File: config.mk
export PLATFORM = sky130hd
export DESIGN_NAME = pipe_stage_reg
export DESIGN_NICKNAME = d
export VERILOG_FILES = /design/src/rtl/pipe_stage_reg.sv
export SDC_FILE = /design/constraint.sdc
export NUM_CORES = 1
export LEC_CHECK = 0
export CAP_MARGIN = 20
export CELL_PAD_IN_SITES_DETAIL_PLACEMENT = 1
export CELL_PAD_IN_SITES_GLOBAL_PLACEMENT = 2
export CORE_UTILIZATION = 27
export DETAILED_ROUTE_END_ITERATION = 10
export PLACE_DENSITY_LB_ADDON = 0.1
export SLEW_MARGIN = 20
export SYNTH_ARGS = -nofsm -noshare
export SYNTH_HDL_FRONTEND = slang
export SYNTH_SLANG_ARGS = --single-unit
export TNS_END_PERCENT = 100
File: constraint.sdc
create_clock -name clk_i -period 6.7 [get_ports clk_i]
set_clock_uncertainty 0.05 [all_clocks]
set_input_delay 1.005 -clock clk_i [delete_from_list [all_inputs] [get_ports clk_i]]
set_output_delay 1.005 -clock clk_i [all_outputs]
set_load 0.02 [all_outputs]
File: src/rtl/pipe_stage_reg.sv
// Parametrised inter-stage pipeline register with valid/ready handshake, priority flush,
// bubble payload and saturating stall counter. Define PIPE_STAGE_REG_SKID_EN for a 2-entry skid buffer.
module pipe_stage_reg #(
  parameter int               WIDTH     = 64,
  parameter logic [WIDTH-1:0] NOP_VALUE = {WIDTH{1'b0}},
  parameter int               CNT_W     = 16
) (
  input  logic             clk_i,
  input  logic             rst_i,
  input  logic             flush_i,
  input  logic             valid_i,
  output logic             ready_o,
  input  logic [WIDTH-1:0] dat_i,
  output logic             valid_o,
  input  logic             ready_i,
  output logic [WIDTH-1:0] dat_o,
  output logic [1:0]       occupancy_o,
  input  logic             stall_cnt_clr_i,
  output logic [CNT_W-1:0] stall_cnt_o
);

  // State encoding doubles as the held-beat count.
  localparam logic [1:0] ST_EMPTY = 2'd0;
  localparam logic [1:0] ST_FULL  = 2'd1;
  localparam logic [1:0] ST_SKID  = 2'd2;

  localparam logic [CNT_W-1:0] CNT_MAX = {CNT_W{1'b1}};
  localparam logic [CNT_W-1:0] CNT_ONE = {{(CNT_W-1){1'b0}}, 1'b1};

  logic [1:0]       state_r;
  logic [1:0]       state_s;
  logic [WIDTH-1:0] main_r;
  logic [WIDTH-1:0] main_s;
  logic [CNT_W-1:0] stall_cnt_r;
  logic             in_xfer_s;
  logic             out_xfer_s;

  assign valid_o     = (state_r != ST_EMPTY);
  assign dat_o       = main_r;
  assign occupancy_o = state_r;
  assign stall_cnt_o = stall_cnt_r;
  assign in_xfer_s   = valid_i & ready_o;
  assign out_xfer_s  = valid_o & ready_i;

`ifdef PIPE_STAGE_REG_SKID_EN
  logic [WIDTH-1:0] skid_r;
  logic [WIDTH-1:0] skid_s;
  logic             ready_r;

  assign ready_o = ready_r;

  // Next-state and payload steering for main + skid entries.
  always_comb begin
    state_s = state_r;
    main_s  = main_r;
    skid_s  = skid_r;
    if (flush_i) begin
      state_s = ST_EMPTY;
      main_s  = NOP_VALUE;
      skid_s  = NOP_VALUE;
    end else begin
      case (state_r)
        ST_EMPTY: begin
          if (in_xfer_s) begin
            state_s = ST_FULL;
            main_s  = dat_i;
          end else begin
            state_s = ST_EMPTY;
          end
        end
        ST_FULL: begin
          if (in_xfer_s && !ready_i) begin
            state_s = ST_SKID;
            skid_s  = dat_i;
          end else if (in_xfer_s) begin
            state_s = ST_FULL;
            main_s  = dat_i;
          end else if (out_xfer_s) begin
            state_s = ST_EMPTY;
            main_s  = NOP_VALUE;
          end else begin
            state_s = ST_FULL;
          end
        end
        ST_SKID: begin
          if (ready_i) begin
            state_s = ST_FULL;
            main_s  = skid_r;
            skid_s  = NOP_VALUE;
          end else begin
            state_s = ST_SKID;
          end
        end
        default: begin
          state_s = ST_EMPTY;
          main_s  = NOP_VALUE;
          skid_s  = NOP_VALUE;
        end
      endcase
    end
  end

  // Skid entry and registered ready, so ready_i never reaches ready_o combinationally.
  always_ff @(posedge clk_i or posedge rst_i) begin
    if (rst_i) begin
      skid_r  <= NOP_VALUE;
      ready_r <= 1'b1;
    end else begin
      skid_r  <= skid_s;
      ready_r <= (state_s != ST_SKID);
    end
  end
`else
  assign ready_o = ~valid_o | ready_i;

  // Next-state and payload steering for the single entry.
  always_comb begin
    state_s = state_r;
    main_s  = main_r;
    if (flush_i) begin
      state_s = ST_EMPTY;
      main_s  = NOP_VALUE;
    end else if (in_xfer_s) begin
      state_s = ST_FULL;
      main_s  = dat_i;
    end else if (out_xfer_s) begin
      state_s = ST_EMPTY;
      main_s  = NOP_VALUE;
    end else begin
      state_s = state_r;
      main_s  = main_r;
    end
  end
`endif

  // Main entry and state registers.
  always_ff @(posedge clk_i or posedge rst_i) begin
    if (rst_i) begin
      state_r <= ST_EMPTY;
      main_r  <= NOP_VALUE;
    end else begin
      state_r <= state_s;
      main_r  <= main_s;
    end
  end

  // Saturating stall counter; clear wins over a coincident stall.
  always_ff @(posedge clk_i or posedge rst_i) begin
    if (rst_i) begin
      stall_cnt_r <= {CNT_W{1'b0}};
    end else if (stall_cnt_clr_i) begin
      stall_cnt_r <= {CNT_W{1'b0}};
    end else if (valid_o && !ready_i && !flush_i && (stall_cnt_r != CNT_MAX)) begin
      stall_cnt_r <= stall_cnt_r + CNT_ONE;
    end else begin
      stall_cnt_r <= stall_cnt_r;
    end
  end

endmodule
==> impl_results.md <==
* Outcome: finished, violations left
* Failing checks: DRC
* Vias in the first global route at 2987
* Comb pwr share at 14.3%
* Top FF cell, synth: dfrtp_1
* Worst EP required at 5.64 ns
* PnR worst setup slack at 3.25 ns
* RR Startpoint: occupancy_o[0]$_DFFE_PP0P_
* DP HPWL at 6670 um
* # IOs at 154
* Hold WC Path Type: reg -> reg
* Initial antenna violation count at 0
* Crit-path cells: clkdlybuf4s50_1 -> nor2b_1 -> inv_1 -> clkdlybuf4s50_1
* Power per Cell Area at 233 mW/mm2
* Core box area at 0.0115 mm2
* Pleak at 2.20 nW
* Critical path type: in -> out
* Avg Inst Size Synth at 12.7 um2
* Max H-tree Level at 3
* Worst-path clk slew at 0.06 ns
* Max transition margin at 45.2%
* Die Y-Extent at 111 um
* Mapped Nets at 326
* Cell depth of the worst flop-to-flop path at 4
* Worst hold path startpoint: dat_o[31]$_DFFE_PP0P_
* Worst R2R End: dat_o[22]$_DFFE_PP0P_
* Total gr overflow at 0
* Crit path time final at 3.45 ns
* Hold Fails Final Rpt at 0
* Cell Rows at 39
* Largest net degree at the start of global routing at 54
* Root buffer cell: clkbuf_16
* Total track usage at 16.4%
* FMAX at 290 MHz
* # fillers at 1233
* Number of post-CTS setup repair buffers at 0
* RSZ-0062 raised after global routing: no
* Max stage delay on crit path at 0.58 ns
* Via/cell ratio at 4.96
* PortBufs at 152
* Post-DRT Antenna Nets at 0
* Async SR Flop Fraction at 100%
* CTS Hold Bufs at 0
* Post-route clock period utilization at 51.5%
* WHS at 0.455 ns
* Pre-CTS WS at 3.23 ns
* Startpoint Class: primary input
* Mapped Cells at 255
* Antenna cells at 0
* RePlAce Congestion at 0.714
* Die area at 0.0124 mm2
* Worst Hold Depth at 1
* Seq pwr share at 43.3%
* P&R area growth vs syn at 61.0%
* Internal Power at 0.000923 W
* WL final at 9700 um
* Hold EP: dat_o[31]$_DFFE_PP0P_
* Final setup vio count at 0
* Skew-Pair Late Insertion Delay at 0.34 ns
* Sink Count at 81
* Post-synthesis sequential area ratio at 62.8%
* Layout cell share with drive strength beyond 1 at 6.37%
* First-pass iteration count of the detailed router at 7
* Slew Viols, Final at 0
* Mapped Area at 0.00323 mm2
* Slowest CP cell: clkdlybuf4s50_1
* Initial Util at 28.0%
* R2R Setup Slk at 4.41 ns
* CTS tree: done
* Post-synth EDFFs at 0
* Crit. End Element: output pin
* Worst path arrival time at 2.39 ns
* Sw Share at 23.9%
* DR WL/cell at 17.6 um
* Slew @ Worst Pin at 0.818 ns
* CTS resizes at 0
* DR vias at 2731
* Switch Pwr at 0.000290 W
* Crit path top cell by count: clkdlybuf4s50_1
* First-pass GRT wire length at 15900 um
* Sum Neg Setup Slack at 0 ns
* CTS max path bufs at 2
* Max Cap Viol at 0
* CTS buffer count at 9
* Nets@finish at 474
* Die W at 111 um
* Worst IR Drop VDD at 0.101 mV
* Clock Power Share at 42.4%
* CP max FO at 4
* DRC at 8
* Initial DRC count at 88
* Number of synthesis warnings at 0
* Yosys cell types at 36
* Number of synthesized register bits at 81
-- per-stage QoR --
step                cell area, um2  cells  total power, W  util, %
floorplan                     3230    255        0.000606        -
global placement              4890    535        0.000709     42.5
detailed placement            4890    535        0.000711     42.5
CTS                           5200    551         0.00123     45.2
global route                  5200    551         0.00127     45.2
finish                        5200    551         0.00121     45.2
-- layer usage --
| metal | part of all wire, % | routed length (um) | track usage [%] |
|---|---|---|---|
| met5 | 0 | 0 | 0 |
| met1 | 43 | 4130 | 19.8 |
| met3 | 8.0 | 771 | 6.53 |
| met4 | 1.8 | 171 | 7.30 |
| met2 | 48 | 4620 | 26.0 |
-- synthesized netlist by cell type, types with 3 or more instances --
| master | n | area share, % |
|---|---|---|
| or4_1 | 5 | 1.2 |
| a21oi_1 | 9 | 1.4 |
| nor4_1 | 3 | 0.58 |
| nand3_1 | 6 | 0.93 |
| or3_1 | 4 | 0.77 |
| mux2_2 | 3 | 1.0 |
| nand2_1 | 7 | 0.81 |
| nor3_1 | 3 | 0.46 |
| dfrtp_1 | 81 | 63 |
| nor2_1 | 11 | 1.3 |
| nor2b_1 | 4 | 0.77 |
| a22o_1 | 64 | 17 |
| clkbuf_1 | 13 | 1.5 |
| buf_1 | 3 | 0.35 |
| inv_1 | 4 | 0.46 |
| o31ai_1 | 5 | 1.2 |
| nand4_1 | 4 | 0.77 |
| o21ai_0 | 4 | 0.62 |
-- power groups by stage --
stage	clock (W)	sequential (W)	combinational, W
after floorplan	0	0.000561	0.0000450
after global placement	0	0.000533	0.000175
after detailed placement	0	0.000533	0.000177
after CTS	0.000530	0.000526	0.000178
after global routing	0.000552	0.000528	0.000186
final	0.000514	0.000525	0.000174
-- layout by cell type, fill, tap and decap left out, drive strengths merged --
master,n
clkdlybuf4s50,152
dfrtp,81
a22o,64
clkbuf,14
nor2,11
a21oi,9
nand2,7
nand3,6
or4,6
o31ai,5
nor2b,4
nand4,4
o21ai,4
or3,4
mux2,3
inv,3
nor3,3
nor4,3
buf,3
and4,2
clkinv,2
a41oi,2
nor3b,2
and2,1
and3,1
a2111oi,1
or3b,1
o41ai,1
xor2,1
mux2i,1
a311oi,1
nand2b,1
o21bai,1
or2,1
ha,1
conb,1
bufinv,1
-- state kept, by name, summed over array words and instances (netlist names) --
register,count
stall_cnt_o,16
dat_o,64
occupancy_o,1
-- how the worst max path moves through the flow --
stage / depth (start not counted) / endpoint / from
CTS: 4 / ready_o / ready_i
detailed placement: 4 / ready_o / ready_i
global placement: 4 / ready_o / ready_i
finish: 4 / ready_o / ready_i
global route: 4 / ready_o / ready_i
floorplan: 1 / dat_o[0]$_DFFE_PP0P_ / rst_i
-- area by class of cell --
cell class,instances,area [um2],area share [%]
timing repair buffer,155,1540,29.7
sequential,81,2030,39.0
clock buffer,14,274,5.27
multi-input combinational,152,1120,21.6
clock inverter,2,35.0,0.674
inverter,4,16.3,0.313
tap,143,179,3.44
-- worst max-delay path, delay by kind of cell --
family | cells | cell delay (ns)
buffers and inverters | 3 | 1.10
AND/OR/NAND/NOR | 1 | 0.29
-- cells by family after synthesis --
logic type | after synthesis | share of synthesized area (%)
adders and majority gates | 1 | 0.387
muxes | 4 | 1.36
and+or+nand+nor | 57 | 9.96
DFF | 81 | 62.8
other | 1 | 0.116
buffers and inverters | 22 | 2.79
xor gates and xnor gates | 1 | 0.271
AOI/OAI and AO/OA | 88 | 22.4
(Power assumes the default switching activity.)
==> variant 1 (config.mk and constraints unchanged) <==
Build with the macro `PIPE_STAGE_REG_SKID_EN` defined.
--- a/src/rtl/pipe_stage_reg.sv
+++ b/src/rtl/pipe_stage_reg.sv
@@ -2,2 +2,4 @@
 // bubble payload and saturating stall counter. Define PIPE_STAGE_REG_SKID_EN for a 2-entry skid buffer.
+`define PIPE_STAGE_REG_SKID_EN
+
 module pipe_stage_reg #(
Formal check against the unedited RTL: not equivalent (a bounded check fails within 4 cycles, from zero or initial values and one cycle with rst_i high).
==> variant 1 against the original RTL <==
Sequential cell count grew 66; die area grew 120%; hold slack lost 0.015 ns; cell area grew 83%; register-to-register slack lost 0.45 ns; routed wire length grew 120%; fmax grew 17%; total power grew 100%; synthesized area grew 120%; worst setup slack gained 0.50 ns; critical endpoint is now stall_cnt_o[13].
==> variant 1: results (changes against the original RTL) <==
| Item | This run | Change |
|---|---|---|
| Share of final-layout standard cells stronger than drive strength 1 | 0.105 | +0.0417 |
| Slowest stage cell, crit path | or4_1 |  |
| Slowest Stage Delay on Critical Path | 0.67 ns | +0.09 ns |
| Multi-input logic portion of the cell area | 0.305 | +0.0889 |
| Part of the Yosys area used for sequential elements | 0.524 | -0.104 |
| Synthesized netlist net count | 764 | +130% |
| Critical Path AT | 3.24 ns | +0.85 ns |
| Gate family responsible for the most delay along the worst path | simple AND/OR/NAND/NOR gates |  |
| Net count reported at finish | 894 | +89% |
| Number of antenna violations at the first check in global routing | 1 | +1 |
| Met1 track demand over resource in global routing | 0.212 | +0.0141 |
| Register-to-register path setup slack | 3.96 ns | -0.45 ns |
| Highest net fanout along the worst path | 10 | +6 |
| Transition time at the pin with the least slew margin | 0.902 ns | +0.0840 ns |
| Routing usage on met2 | 0.281 | +0.0206 |
| Maximum number of pins on one net before global-route repair | 87 | +61% |
| Multi-input comb cells | 423 | +180% |
| Number of vias in the routed layout | 5756 | +110% |
| Routability congestion estimate from global placement | 0.787 | +10% |
| IR drop worst, VDD | 113 uV | +12% |
| Relative area of non-clock buffer cells in the final design | 0.169 | -0.128 |
| Port-buffer cells | 153 | +0.66% |
| Invs w/o clock | 72 | +68 |
| Number of DRC markers after the initial detailed-route iteration | 277 | +210% |
| Nonclk buf count | 162 | +4.5% |
| Average instance area after synthesis | 10.1 um2 | -20% |
| Synthesized flop and latch total | 147 | +81% |
| CTS HTree Levels | 4 | +1 |
| Share of the synthesized netlist area taken by xor and xnor gates | 0 | -0.00271 |
| Status | finished clean |  |
| CTS root buffer | clkbuf_16 |  |
| Combined area of the multi-input logic cells | 0.00291 mm2 | +160% |
| Global-route wire length before repair | 34800 um | +120% |
| Cell types with the largest area share after synthesis | dfrtp_1 (52%), mux2i_1 (9.3%), mux2_2 (6.1%) |  |
| Area of placed instances | 0.00889 mm2 | +82% |
| Post-DP HPWL | 13400 um | +100% |
| Vias in the first global route | 6380 | +110% |
| Post-synth top cells | dfrtp_1 (146), nand2_1 (104), inv_1 (72), mux2i_1 (65), mux2_2 (38) |  |
| R2R depth | 5 | +1 |
| GRT Resource Usage Total | 0.169 | +0.00446 |
| Fraction of synthesized area in multiplexers | 0.153 | +0.140 |
| Clock tree cell share of total cell area | 0.0670 | +0.00754 |
| First-pass detailed-route iteration total | 4 | -3 |
| Layout Cells excl Fill | 1165 | +110% |
| Hold Slack | 0.441 ns | -0.0145 ns |
| Worst setup timing slack at the placement stage | 3.31 ns | +0.0853 ns |
| DP Cell Count | 1134 | +110% |
| Clock latency on the worst-skew pair | 0.41 ns | +0.07 ns |
| Synthesized instance count | 693 | +170% |
| Ratio of final minimum period to clock period | 0.440 | -0.0743 |
| Leakage Power | 4.04 nW | +84% |
| Count of different cell masters after synthesis | 40 | +11% |
| Grt met3 use | 0.0452 | -0.0201 |
| Post-synthesis adder-cell area fraction | 0.00178 | -0.00209 |
| Combinational family with the most area after synthesis | multiplexers |  |
| Flip-flop and latch area | 0.00368 mm2 | +82% |
[variant 1: cell types whose count changed after synthesis, moves of 20 or more]
cell,change
nand2_1,+97
inv_1,+68
dfrtp_1,+65
a22o_1,-64
mux2i_1,+64
a22oi_1,+37
o2bb2ai_1,+36
mux2_2,+35
a21oi_1,+26
nand3_1,+26
clkbuf_1,+20
[variant 1: final timing paths]
| path | start | endpoint |
|---|---|---|
| max reg2reg | occupancy_o[1] | dat_o[18] |
| max in group asynchronous | rst_i | skid_r[35] |
| min reg2reg | dat_o[32] | dat_o[32] |
| max | ready_i | stall_cnt_o[13] |
| min in group asynchronous | rst_i | occupancy_o[1] |
| min | dat_o[32] | dat_o[32] |
[variant 1: layer usage]
layer,wire (um),part of all wire,vias up
met5,11,0.00051,-
met1,9460,0.44,2951
li1,-,-,2649
met3,1270,0.059,21
met4,277,0.013,2
met2,10400,0.49,133
[variant 1: where the power goes]
group          total (mW)  internal [mW]  switching, mW
clock network        1.05          0.662          0.388
registers           0.983          0.946         0.0376
logic               0.390          0.178          0.212
==> variant 2 (config.mk and constraints unchanged) <==
Made on the original files. Register the output `stall_cnt_o` once more, with the module's reset; this adds one clock of latency there. The other outputs are not delayed to match.
--- a/src/rtl/pipe_stage_reg.sv
+++ b/src/rtl/pipe_stage_reg.sv
@@ -40,3 +40,9 @@
   assign occupancy_o = state_r;
-  assign stall_cnt_o = stall_cnt_r;
+  always_ff @(posedge clk_i or posedge rst_i) begin
+    if (rst_i) begin
+      stall_cnt_o <= '0;
+    end else begin
+      stall_cnt_o <= stall_cnt_r;
+    end
+  end
   assign in_xfer_s   = valid_i & ready_o;
Formal check against the unedited RTL: not equivalent (a bounded check fails within 4 cycles, from zero or initial values and one cycle with rst_i high).
==> variant 2 against the original RTL <==
Routed wire length grew 9.4%; cell area grew 8.3%; total power grew 9.4%; synthesized area grew 12%; hold slack lost 0.072 ns; global-route usage shrank 0.41 points; cell count grew 7.8%; synthesized cell count grew 5.5%; worst setup slack gained 0.027 ns; sequential cell count grew 16; highest routed layer unchanged.
==> variant 2: results (changes against the original RTL) <==
| Item | This run | Change |
|---|---|---|
| Status | finished clean |  |
| Vias in the first global route | 2949 | -1.3% |
| Maximum number of pins on one net before global-route repair | 67 | +24% |
| IR drop worst, VDD | 93.0 uV | -7.6% |
| Count of different cell masters after synthesis | 34 | -5.6% |
| Flip-flop count of the largest register, all copies and words added | 64 | unchanged |
| Quantity of gates resized following cts | 0 | unchanged |
| Global-route wire length before repair | 17300 um | +9.1% |
| Area of placed instances | 0.00532 mm2 | +8.8% |
| Register-to-register path setup slack | 4.34 ns | -0.07 ns |
| Setup Buffers After CTS | 0 | unchanged |
| Port-buffer cells | 152 | unchanged |
| Fraction of synthesis flops using an asynchronous set or reset pin | 1.00 | unchanged |
| Transition time at the pin with the least slew margin | 0.850 ns | +0.0318 ns |
| Number of DRC markers after the initial detailed-route iteration | 117 | +33% |
| Startpoint of the lowest-slack hold path | stall_cnt_r[15] |  |
| Part of the Yosys area used for sequential elements | 0.669 | +0.0413 |
| DP Cell Count | 578 | +8.0% |
| CTS root buffer | clkbuf_16 |  |
| Net count reported at finish | 488 | +3.0% |
| Register clock-pin slew on the reported worst setup and hold paths | 0.06 ns | about the same |
| Post-synth top cells | dfrtp_1 (97), a22o_1 (64), nor2_1 (11), a21oi_1 (10), nand3_1 (9) |  |
| Total of fill cells in the finished design | 1335 | +8.3% |
| Post-detailed-route via-to-cell ratio | 4.83 | -2.5% |
| Leakage Power | 2.41 nW | +9.7% |
| Cell types with the largest area share after synthesis | dfrtp_1 (67%), a22o_1 (15%), or4_1 (1.7%) |  |
| Classification of the worst-slack hold path | flop to flop |  |
| Worst Hold End | stall_cnt_o[15] |  |
| Wirelength, routed | 10600 um | +9.4% |
| Ant. Diodes | 0 | unchanged |
| Synthesized netlist net count | 340 | +4.3% |
| Clock tree buffer depth | 2 | unchanged |
| Layout Cells excl Fill | 594 | +7.8% |
| CTS HTree Levels | 3 | unchanged |
| R2R depth | 6 | +2 |
| Hold Slack | 0.384 ns | -0.0716 ns |
| Synthesized instance count | 269 | +5.5% |
| Crit Reg-Reg Startpoint | stall_cnt_r[0] |  |
| Clock latency on the worst-skew pair | 0.34 ns | about the same |
| Count of yosys warnings during synthesis | 0 | unchanged |
| Share of final-layout standard cells stronger than drive strength 1 | 0.0664 | +0.00263 |
| Number of antenna violations at the first check in global routing | 0 | unchanged |
| Number of clock buffers inserted by TritonCTS | 9 | unchanged |
| Number of cells on the worst hold path | 0 | -1 |
| Destination of the worst register-to-register timing path | stall_cnt_r[13] |  |
| Routability congestion estimate from global placement | 0.703 | -1.6% |
| First-pass detailed-route iteration total | 4 | -3 |
| Flip-flop and latch area | 0.00243 mm2 | +20% |
| Worst setup timing slack at the placement stage | 3.25 ns | +0.0247 ns |
| Highest net fanout along the worst path | 4 | unchanged |
| Leading register cell type out of synthesis | dfrtp_1 |  |
| Critical Path AT | 2.37 ns | -0.02 ns |
| GRT Resource Usage Total | 0.160 | -0.00409 |
| Post-DP HPWL | 7180 um | +7.5% |
-- variant 2: where the power goes --
| group | total (mW) | switching, mW | internal (mW) |
|---|---|---|---|
| registers | 0.621 | 0.0126 | 0.608 |
| logic | 0.178 | 0.0853 | 0.0925 |
| clock network | 0.529 | 0.219 | 0.310 |
| total | 1.33 | 0.317 | 1.01 |
-- variant 2: worst max path at each step --
| stage | from | cells after the start | slack, ns | to |
|---|---|---|---|---|
| after global routing | ready_i | 4 | 3.18 | ready_o |
| after global placement | ready_i | 4 | 3.28 | ready_o |
| after floorplan | rst_i | 1 | 3.11 | dat_o[0] |
| final | ready_i | 4 | 3.28 | ready_o |
| after CTS | ready_i | 4 | 3.26 | ready_o |
| after detailed placement | ready_i | 4 | 3.25 | ready_o |
-- variant 2: layout make-up --
cell class	instances	area share
flip-flops and latches	97	0.431
repair buffers	156	0.276
multi-input cells	149	0.197
clock buffers	12	0.0456
well taps	172	0.0382
clock inverters	4	0.00911
inverters	4	0.00311
-- variant 2: kinds of logic (layout without fill, tap and decap cells) --
logic type / Yosys count / after routing / synth area share
flip-flops: 97 / 97 / 0.669
AO/OA/AOI/OAI: 88 / 88 / 0.195
AND/OR/NAND/NOR: 55 / 55 / 0.0914
buffers and inverters: 23 / 176 / 0.0279
multiplexers: 4 / 4 / 0.0124
adder cells (fa/ha/maj): 1 / 1 / 0.00345
other: 1 / 1 / 0.00103
-- variant 2: worst max-delay path, stage by stage --
cell and delay [ns]:
clkdlybuf4s50_1 0.48, nor2b_1 0.28, inv_1 0.07, clkdlybuf4s50_1 0.53
-- variant 2: layer usage --
layer	GRT usage	routed length, um	vias to the layer above
met5	0	0	-
met4	0.0649	166	0
met3	0.0373	489	12
met2	0.247	4910	90
met1	0.216	5040	1457
li1	-	-	1312
